**src/rtl/iic_pkg.sv**
```systemverilog
// Shared constants for the 16-bit-address I2C master: state codes, quarter
// phases, byte selectors, transaction lengths and the quarter-period divider.
package iic_pkg;

  localparam logic [2:0] ST_IDLE   = 3'd0;
  localparam logic [2:0] ST_START  = 3'd1;
  localparam logic [2:0] ST_SEND   = 3'd2;
  localparam logic [2:0] ST_RSTART = 3'd3;
  localparam logic [2:0] ST_RECV   = 3'd4;
  localparam logic [2:0] ST_STOP   = 3'd5;

  localparam logic [1:0] Q0 = 2'd0;
  localparam logic [1:0] Q1 = 2'd1;
  localparam logic [1:0] Q2 = 2'd2;
  localparam logic [1:0] Q3 = 2'd3;

  localparam logic [2:0] IDX_DEV  = 3'd0;
  localparam logic [2:0] IDX_AH   = 3'd1;
  localparam logic [2:0] IDX_AL   = 3'd2;
  localparam logic [2:0] IDX_DAT  = 3'd3;
  localparam logic [2:0] IDX_DEVR = 3'd4;

  localparam int unsigned WR_QUARTERS = 152;
  localparam int unsigned RD_QUARTERS = 192;

  function automatic int unsigned calc_div(input int unsigned clk_freq,
                                           input int unsigned iic_freq);
    return clk_freq / (4 * iic_freq);
  endfunction

endpackage

```
**src/rtl/iic_qtick_gen.sv**
```systemverilog
// Quarter-bit tick generator: DIV-cycle counter plus a 2-bit phase, both held
// at zero while disabled.
module iic_qtick_gen #(
  parameter int unsigned DIV = 4
) (
  input  logic       clk,
  input  logic       rstn,
  input  logic       en,
  output logic       tick,
  output logic [1:0] phase
);

  localparam int unsigned CW = $clog2(DIV);

  logic [CW-1:0] cnt_q, cnt_d;
  logic [1:0]    phase_q, phase_d;

  assign tick  = en & (cnt_q == CW'(DIV - 1));
  assign phase = phase_q;

  always_comb begin
    cnt_d   = cnt_q;
    phase_d = phase_q;
    if (!en) begin
      cnt_d   = '0;
      phase_d = '0;
    end else if (tick) begin
      cnt_d   = '0;
      phase_d = phase_q + 2'd1;
    end else begin
      cnt_d = cnt_q + 1'b1;
    end
  end

  always_ff @(posedge clk or negedge rstn) begin
    if (!rstn) begin
      cnt_q   <= '0;
      phase_q <= '0;
    end else begin
      cnt_q   <= cnt_d;
      phase_q <= phase_d;
    end
  end

endmodule

```
**src/rtl/iic_master_16b.sv**
```systemverilog
// Single-register I2C write/read engine for 16-bit-addressed slaves; one
// transaction per trigger, completion via busy fall and a byte_over pulse.
module iic_master_16b
  import iic_pkg::*;
#(
  parameter int unsigned CLK_FREQ = 50_000_000,
  parameter int unsigned IIC_FREQ = 100_000
) (
  input  logic        clk,
  input  logic        rstn,
  input  logic        iic_trig,
  input  logic        w_r,
  input  logic [7:0]  device_id,
  input  logic [15:0] addr,
  input  logic [7:0]  data_in,
  output logic        busy,
  output logic [7:0]  data_out,
  output logic        byte_over,
  output logic        ack_err,
  output logic        scl_oe,
  output logic        sda_oe,
  input  logic        sda_in
);

  localparam int unsigned DIV = calc_div(CLK_FREQ, IIC_FREQ);

  logic [2:0]  state_q, state_d;
  logic [2:0]  idx_q, idx_d;
  logic [3:0]  bit_q, bit_d;
  logic [7:0]  dev_q, dev_d;
  logic [15:0] addr_q, addr_d;
  logic [7:0]  dat_q, dat_d;
  logic        wr_q, wr_d;
  logic [7:0]  rx_q, rx_d;
  logic [7:0]  data_out_q, data_out_d;
  logic        busy_q, busy_d;
  logic        byte_over_q, byte_over_d;
  logic        ack_err_q, ack_err_d;
  logic        scl_q, scl_d;
  logic        sda_q, sda_d;
  logic [1:0]  sync_q, sync_d;

  logic        q_en, qtick, q_last, q_sample, sda_s;
  logic [1:0]  phase;
  logic [7:0]  tx_byte;
  logic        tx_bit;

  assign q_en = (state_q != ST_IDLE);

  iic_qtick_gen #(.DIV(DIV)) u_qtick (
    .clk   (clk),
    .rstn  (rstn),
    .en    (q_en),
    .tick  (qtick),
    .phase (phase)
  );

  assign q_last   = qtick & (phase == Q3);
  assign q_sample = qtick & (phase == Q2);
  assign sda_s    = sync_q[1];

  always_comb begin
    case (idx_q)
      IDX_AH:   tx_byte = addr_q[15:8];
      IDX_AL:   tx_byte = addr_q[7:0];
      IDX_DAT:  tx_byte = dat_q;
      IDX_DEVR: tx_byte = dev_q | 8'h01;
      default:  tx_byte = dev_q;
    endcase
    // bit index 8 is the slave ACK slot, so SDA is released there
    tx_bit = bit_q[3] ? 1'b1 : tx_byte[~bit_q[2:0]];
  end

  always_comb begin
    state_d     = state_q;
    idx_d       = idx_q;
    bit_d       = bit_q;
    dev_d       = dev_q;
    addr_d      = addr_q;
    dat_d       = dat_q;
    wr_d        = wr_q;
    rx_d        = rx_q;
    data_out_d  = data_out_q;
    busy_d      = busy_q;
    byte_over_d = 1'b0;
    ack_err_d   = ack_err_q;
    sync_d      = {sync_q[0], sda_in};
    scl_d       = 1'b0;
    sda_d       = 1'b0;

    case (state_q)
      ST_IDLE: begin
        if (iic_trig) begin
          dev_d     = device_id;
          addr_d    = addr;
          dat_d     = data_in;
          wr_d      = w_r;
          busy_d    = 1'b1;
          ack_err_d = 1'b0;
          idx_d     = IDX_DEV;
          bit_d     = '0;
          state_d   = ST_START;
        end
      end
      ST_START: begin
        sda_d = (phase == Q2) || (phase == Q3);
        scl_d = (phase == Q3);
        if (q_last) begin
          bit_d   = '0;
          state_d = ST_SEND;
        end
      end
      ST_SEND: begin
        scl_d = (phase == Q0) || (phase == Q3);
        sda_d = ~tx_bit;
        if (q_sample && bit_q[3] && sda_s)
          ack_err_d = 1'b1;
        if (q_last) begin
          if (!bit_q[3]) begin
            bit_d = bit_q + 4'd1;
          end else begin
            bit_d = '0;
            if (ack_err_q) begin
              state_d = ST_STOP;
            end else begin
              case (idx_q)
                IDX_DEV: idx_d = IDX_AH;
                IDX_AH:  idx_d = IDX_AL;
                IDX_AL: begin
                  if (wr_q) idx_d = IDX_DAT;
                  else      state_d = ST_RSTART;
                end
                IDX_DAT: begin
                  state_d     = ST_STOP;
                  byte_over_d = 1'b1;
                end
                default: state_d = ST_RECV;
              endcase
            end
          end
        end
      end
      ST_RSTART: begin
        scl_d = (phase == Q0) || (phase == Q3);
        sda_d = (phase == Q2) || (phase == Q3);
        if (q_last) begin
          idx_d   = IDX_DEVR;
          bit_d   = '0;
          state_d = ST_SEND;
        end
      end
      ST_RECV: begin
        scl_d = (phase == Q0) || (phase == Q3);
        if (q_sample && !bit_q[3])
          rx_d = {rx_q[6:0], sda_s};
        if (q_last) begin
          if (!bit_q[3]) begin
            bit_d = bit_q + 4'd1;
          end else begin
            bit_d       = '0;
            state_d     = ST_STOP;
            byte_over_d = 1'b1;
            data_out_d  = rx_q;
          end
        end
      end
      ST_STOP: begin
        scl_d = (phase == Q0);
        sda_d = (phase == Q0) || (phase == Q1);
        if (q_last) begin
          busy_d  = 1'b0;
          state_d = ST_IDLE;
        end
      end
      default: state_d = ST_IDLE;
    endcase
  end

  always_ff @(posedge clk or negedge rstn) begin
    if (!rstn) begin
      state_q     <= ST_IDLE;
      idx_q       <= IDX_DEV;
      bit_q       <= '0;
      dev_q       <= '0;
      addr_q      <= '0;
      dat_q       <= '0;
      wr_q        <= 1'b0;
      rx_q        <= '0;
      data_out_q  <= '0;
      busy_q      <= 1'b0;
      byte_over_q <= 1'b0;
      ack_err_q   <= 1'b0;
      scl_q       <= 1'b0;
      sda_q       <= 1'b0;
      sync_q      <= '1;
    end else begin
      state_q     <= state_d;
      idx_q       <= idx_d;
      bit_q       <= bit_d;
      dev_q       <= dev_d;
      addr_q      <= addr_d;
      dat_q       <= dat_d;
      wr_q        <= wr_d;
      rx_q        <= rx_d;
      data_out_q  <= data_out_d;
      busy_q      <= busy_d;
      byte_over_q <= byte_over_d;
      ack_err_q   <= ack_err_d;
      scl_q       <= scl_d;
      sda_q       <= sda_d;
      sync_q      <= sync_d;
    end
  end

  assign busy      = busy_q;
  assign data_out  = data_out_q;
  assign byte_over = byte_over_q;
  assign ack_err   = ack_err_q;
  assign scl_oe    = scl_q;
  assign sda_oe    = sda_q;

endmodule

```
**config.mk**
```make
export PLATFORM = sky130hd
export DESIGN_NAME = iic_master_16b
export DESIGN_NICKNAME = d
export VERILOG_FILES = /design/src/rtl/iic_pkg.sv /design/src/rtl/iic_qtick_gen.sv /design/src/rtl/iic_master_16b.sv
export SDC_FILE = /design/constraint.sdc
export NUM_CORES = 1
export LEC_CHECK = 0
export ABC_AREA = 0
export CORE_MARGIN = 2
export CORE_UTILIZATION = 50
export CTS_CLUSTER_DIAMETER = 60
export DETAILED_ROUTE_END_ITERATION = 10
export GPL_ROUTABILITY_DRIVEN = 0
export MAX_ROUTING_LAYER = met4
export PLACE_DENSITY = 0.74
export SLEW_MARGIN = 30
export SYNTH_ARGS = -nofsm -noshare
export SYNTH_HDL_FRONTEND = slang
export SYNTH_SLANG_ARGS = --single-unit
```
**constraint.sdc**
```tcl
create_clock -name clk -period 5.6 [get_ports clk]
set_clock_uncertainty 0.15 [all_clocks]
set_input_delay 0.84 -clock clk [delete_from_list [all_inputs] [get_ports clk]]
set_output_delay 0.84 -clock clk [all_outputs]
set_load 0.005 [all_outputs]
```
---- Yosys cells after proc, flatten, opt, wreduce, memory -nomap -nowiden ----
Cells that the tools add are included.
cells by class
  equal/unequal tests ..................... 29
  order comparisons ....................... 1
  bitwise gates (word level) .............. 5
  multiplexer cells ....................... 47
  reduce and logical (&&, ||, !) cells .... 27
  add/sub/neg operators ................... 3
operators with widths
  kind                   number
  $mux W3                15
  $pmux W8 S4            1
  $pmux W3 S3            3
  $ne A2 B2 Y1 const B   10
  $mux W4                4
  $pmux W3 S5            1
  $mux W7                2
  $eq A3 B2 Y1 const B   4
  $mux W1                12
  $pmux W4 S3            1
  $eq A3 B3 Y1 const B   3
  $reduce_and A3 Y1      3
  $reduce_and A9 Y1      1
  $reduce_bool A3 Y1     3
  $reduce_and A8 Y1      1
  $add A7 B1 Y7 const B  1
  $eq A7 B7 Y1 const B   1
  $eq A3 B1 Y1 const B   2
  $logic_not A3 Y1       2
  $ne A3 B3 Y1 const B   2
  $pmux W1 S2            3
  $pmux W1 S3            2
  $reduce_or A2 Y1       3
  $add A4 B1 Y4 const B  1
  20 further kinds       31
word-level totals
  register bits ........................... 75
  output and inout bits ................... 13
  logic and storage cells ................. 129
  bits of input ports ..................... 37

---- Logic depth before layout (Yosys ltp) ----
  depth in word-level cells ............... 7
  mapped depth ............................ 9
  gate-level depth less buffers ........... 8

---- Hierarchy ----
A second synthesis with hierarchy kept.
second synthesis, totals
  cell total of the unflattened synthesis .. 374
  area total of the unflattened synthesis .. 3637.2 um^2
by module, submodules not included
  module          sequential area each (um^2)  area an instance (um^2)  instances  cells each
  iic_master_16b  1654.1                       3189.3                   1          329
  iic_qtick_gen   225.2                        447.9                    1          45

---- Least setup slack after synthesis ----
Ideal clock, no wire load.
  path kind ............................... reg2reg
  start ................................... reg state_q[2]
  end ..................................... reg addr_q[0]
  arrival time ............................ 1.639 ns
  data required time ...................... 5.322 ns
  clock period less this slack ............ 1.917 ns
  library setup time ...................... 0.128 ns
  path buffers ............................ 3
  setup slack ............................. 3.683 ns
  cell stages (with the launch flop) ...... 7
  cells stage by stage .................... dfrtp_1 clkbuf_1 nor3_2 and2_1 buf_2 buf_4 mux2_1
between the ends
  longest elaborated chain between the ends .. 2
RTL lines
  what                                line                   text
  from (decl)                         iic_master_16b.sv:27   logic [2:0] state_q, state_d;
  from (signal assigned)              iic_master_16b.sv:197  state_q <= state_d;
  $logic_not A3 Y1                    iic_master_16b.sv:91   case (state_q)
  $reduce_and A2 Y1 (no source line)  --
  to (signal assigned)                iic_master_16b.sv:201  addr_q <= addr_d;
  to (decl)                           iic_master_16b.sv:31   logic [15:0] addr_q, addr_d;
No other way between the ends.
A chain may end at the register's enable or synchronous reset.

---- Worst setup path after layout ----
  start ................................... reg ack_err_q, in the netlist ack_err
  end ..................................... out ack_err
RTL lines
  what                    line                   text
  from (decl)             iic_master_16b.sv:38   logic ack_err_q, ack_err_d;
  from (signal assigned)  iic_master_16b.sv:208  ack_err_q <= ack_err_d;
  to (decl)               iic_master_16b.sv:19   output logic ack_err,
No word-level cell between the ends.

==> results.md <==
* Width of the die at 89.53 microns
* Starting Density at 50.97%
* Drt drc at 0
* Minimum period implied by the final worst setup slack at 2.355 ns
* Global routing met2 resource utilization at 30.24%
* Buffers on Ports at 49
* Height of the die at 89.53 microns
* Peak supply drop at 0.1321 mV
* Global routing usage on met3 at 5.078%
* Share of Yosys cell area claimed by the top area cell type at 49.95%
* Origin of the critical flop-to-flop path: state_q[2]$_DFFE_PN0P_
* Primary FF master, synth: sky130_fd_sc_hd__dfrtp_1
* Post-CTS Setup Bufs at 0
* Violation count after the first detailed-route iteration at 177
* Synthesis-to-finish area growth at 20.01%
* Number of diodes at 0
* Number of ports placed on the die boundary at 50
* Min Hold Slack at 0.2142 ns
* Sequential share of the synthesized area at 51.39%
* Worst path slowest cell: sky130_fd_sc_hd__clkdlybuf4s50_1
* Max Cap Violations at 0
* Post-synthesis cell type with the largest combined area: sky130_fd_sc_hd__dfrtp_1
* Post-detailed-route count of antenna-violating nets at 0
* CTS HTree Levels at 3
* Element type at the critical path start: flip-flop
* Capture endpoint of the worst hold path: sync_q[1]$_DFF_PN1_
* Number of antenna violations at the first check in global routing at 0
* Worst-skew pair later-pin latency at 0.35 ns
* Max Transition Viols Final at 0
* Crit path buf inv count at 1
* Outcome: completed
* Wire length of the first global-routing pass at 11760 microns
* Clock tree sinks at 75
* Path category of the worst min-delay check: flip-flop to flip-flop
* Maximum number of pins on one net before global-route repair at 76
* Fill cell instance count of the final layout at 600
* TritonCTS clock tree: done
* Crit-path leading delay family: buffers and inverters
* Maximum fanout encountered on the critical timing path at 6
* Register-to-Register Setup Slack at 3.32 ns
* Number of distinct library cell variants in the gate-level netlist after synthesis at 55
* Average wire per cell in the routed design at 14.92 microns
* Yosys Warn Count at 0
* Overall routed net length at 7072 microns
* Transition time of the tightest slew-check pin at 0.6671 ns
* Syn Nets at 371
* Final sum of negative setup slack at 0 ns
* Leak pwr at 2.039 nW
* Post-CTS Hold Fix Bufs at 0
* Hold Path Depth at 0
* Share of the cycle needed by the critical path after routing at 42.05%
* Area of the core region at 7176 sq um
* Unrepaired setup endpoints after global routing: no
* Signal arrival time at the worst endpoint at 1.36 ns
* Placed cell count at 458
* Setup-violating endpoint count in the final report at 0
* Routed via count divided by cell count at 5.388
* Clock-pin slew reported for the worst setup and hold paths after clock tree synthesis at 0.08 ns
* Proportion of layout cells with a drive suffix above 1 at 8.800%
* Most used routing layer: met2
* Worst path max stage delay at 0.55 ns
* Aggregate global-route resource usage at 19.95%
* Cell-by-cell listing of the critical path: clkdlybuf4s50_1
* Setup CP Type: flip-flop to output port
* Mean instance size in the synthesized netlist at 11.18 sq um
* WP data required at 4.61 ns
* Routing usage on met1 at 26.32%
* Cell types with the highest counts after synthesis: sky130_fd_sc_hd__dfrtp_1 (73), sky130_fd_sc_hd__mux2_1 (42), sky130_fd_sc_hd__nand2_1 (40)
* Final instance count without filler cells at 474
* Total congestion overflow after global routing at 0
* CTS buffer count at 9
* First drt pass iteration count at 4
* Via count of the first global-routing pass at 2425
* Cell Pwr Density at 229.6 nW/um^2
* Core Rows at 31
* Total of flip-flops plus latches after synthesis at 75
* CP Depth at 1
* Number of resized instances in the post-cts repair step at 0
* Leading cell types by total area after synthesis: sky130_fd_sc_hd__dfrtp_1 (50%), sky130_fd_sc_hd__mux2_1 (13%), sky130_fd_sc_hd__nand2_1 (4.1%)
* Length in cells of the worst reg-to-reg path at 4
* Max_slew headroom at 55.52%
* Maximum buffer depth of the clock tree at 2
* Critical hold path startpoint: sync_q[0]$_DFF_PN1_
* Die Outline Area at 8015 sq um
* Post-synthesis instance area at 3657 sq um
* Count of vias placed by the detailed router at 2554
* HPWL after detailed placement at 4975 microns
* Peak Freq at 424.7 MHz
* Critical path endpoint category: output port
* Number of standard cells after synthesis at 327
* Most used standard cell by instance count after synthesis: sky130_fd_sc_hd__dfrtp_1
* Proportion of register bits with asynchronous set or reset after synthesis at 100.0%
* Clock root buffer master: sky130_fd_sc_hd__clkbuf_8
* Number of nets in the layout at 414
* EDFF count, synth at 0
* Worst r2r dst: addr_q[11]$_DFFE_PN0P_
* Number of hold-slack violations in the final timing report at 0
metrics by stage:
| step | instance area, sq um | total power [mW] | setup WS, ns | utilization [%] |
|---|---|---|---|---|
| final | 4389 | 1.008 | 3.245 | 61.17 |
| after global routing | 4389 | 1.045 | 3.203 | 61.17 |
| after CTS | 4384 | 1.017 | 3.111 | 61.10 |
| after detailed placement | 4172 | 0.5907 | 3.024 | 58.13 |
| after global placement | 4172 | 0.5905 | 3.043 | 58.13 |
| after floorplan | 3657 | 0.5538 | 3.683 | - |
routing by layer:
metal	wire [microns]	share of wire [%]
met5	0	0
met4	95	1.3
met3	259	3.7
met2	3364	48
met1	3352	47
worst max path at each step:
stage | start | end
finish | ack_err$_DFFE_PN0P_ | ack_err
floorplan | state_q[2]$_DFFE_PN0P_ | addr_q[0]$_DFFE_PN0P_
CTS | idx_q[0]$_DFFE_PN0P_ | sda_oe$_DFF_PN0_
global placement | iic_trig | addr_q[5]$_DFFE_PN0P_
detailed placement | iic_trig | addr_q[11]$_DFFE_PN0P_
global route | state_q[2]$_DFFE_PN0P_ | addr_q[11]$_DFFE_PN0P_
cells in the final DEF, fill, tap and decap left out, drive strengths merged, types with 2 or more instances in the layout:
cell,instances
clkinvlp,3
nor2b,4
nor2,23
buf,3
dfrtp,73
nand2,40
mux2i,7
o41ai,3
inv,9
a21oi,14
and2,3
a31oi,2
clkbuf,11
a221oi,3
and3,4
ha,7
nand2b,5
nand4,2
xor2,4
nor3,3
a211oi,2
xnor2,2
o21bai,2
o311ai,2
dfstp,2
nand3,7
clkdlybuf4s50,48
nand3b,2
o21ai,14
mux2,48
o31ai,6
cell families (layout without fill, tap and decap cells):
kind of cell | after synthesis | after routing | share of synthesized area (%)
AOI/OAI and AO/OA | 58 | 58 | 10.78
xor gates and xnor gates | 6 | 6 | 1.437
and+or+nand+nor | 98 | 98 | 13.07
DFF | 75 | 75 | 51.39
adders and majority gates | 7 | 7 | 2.395
buffers and inverters | 28 | 76 | 3.934
muxes | 55 | 55 | 17.00
registers in the layout, summed over array words and instances, names as in the netlist, 2 cells and up:
name           count
dev_q              8
u_qtick.cnt_q      7
rx_q               8
idx_q              3
bit_q              4
state_q            3
sync_q             2
data_out           8
addr_q            16
u_qtick.phase      2
dat_q              8
cell type report:
type / instances / area, sq um / share of cell area [%]
Clock buffer: 11 / 151.4 / 3.449
Clock inverter: 5 / 61.31 / 1.397
Inverter: 9 / 33.78 / 0.7697
Multi-Input combinational cell: 224 / 1634 / 37.23
Sequential cell: 75 / 1881 / 42.84
Tap cell: 99 / 123.9 / 2.822
Timing Repair Buffer: 51 / 504.2 / 11.49
where the power goes:
part	leakage (nW)	internal, mW	switching (mW)	total [mW]
combinational	0.958	0.0224	0.0140	0.0363
clock	0.0978	0.231	0.198	0.428
sequential	0.983	0.542	0.000357	0.543
No activity file was read; power rests on OpenSTA's default activity.
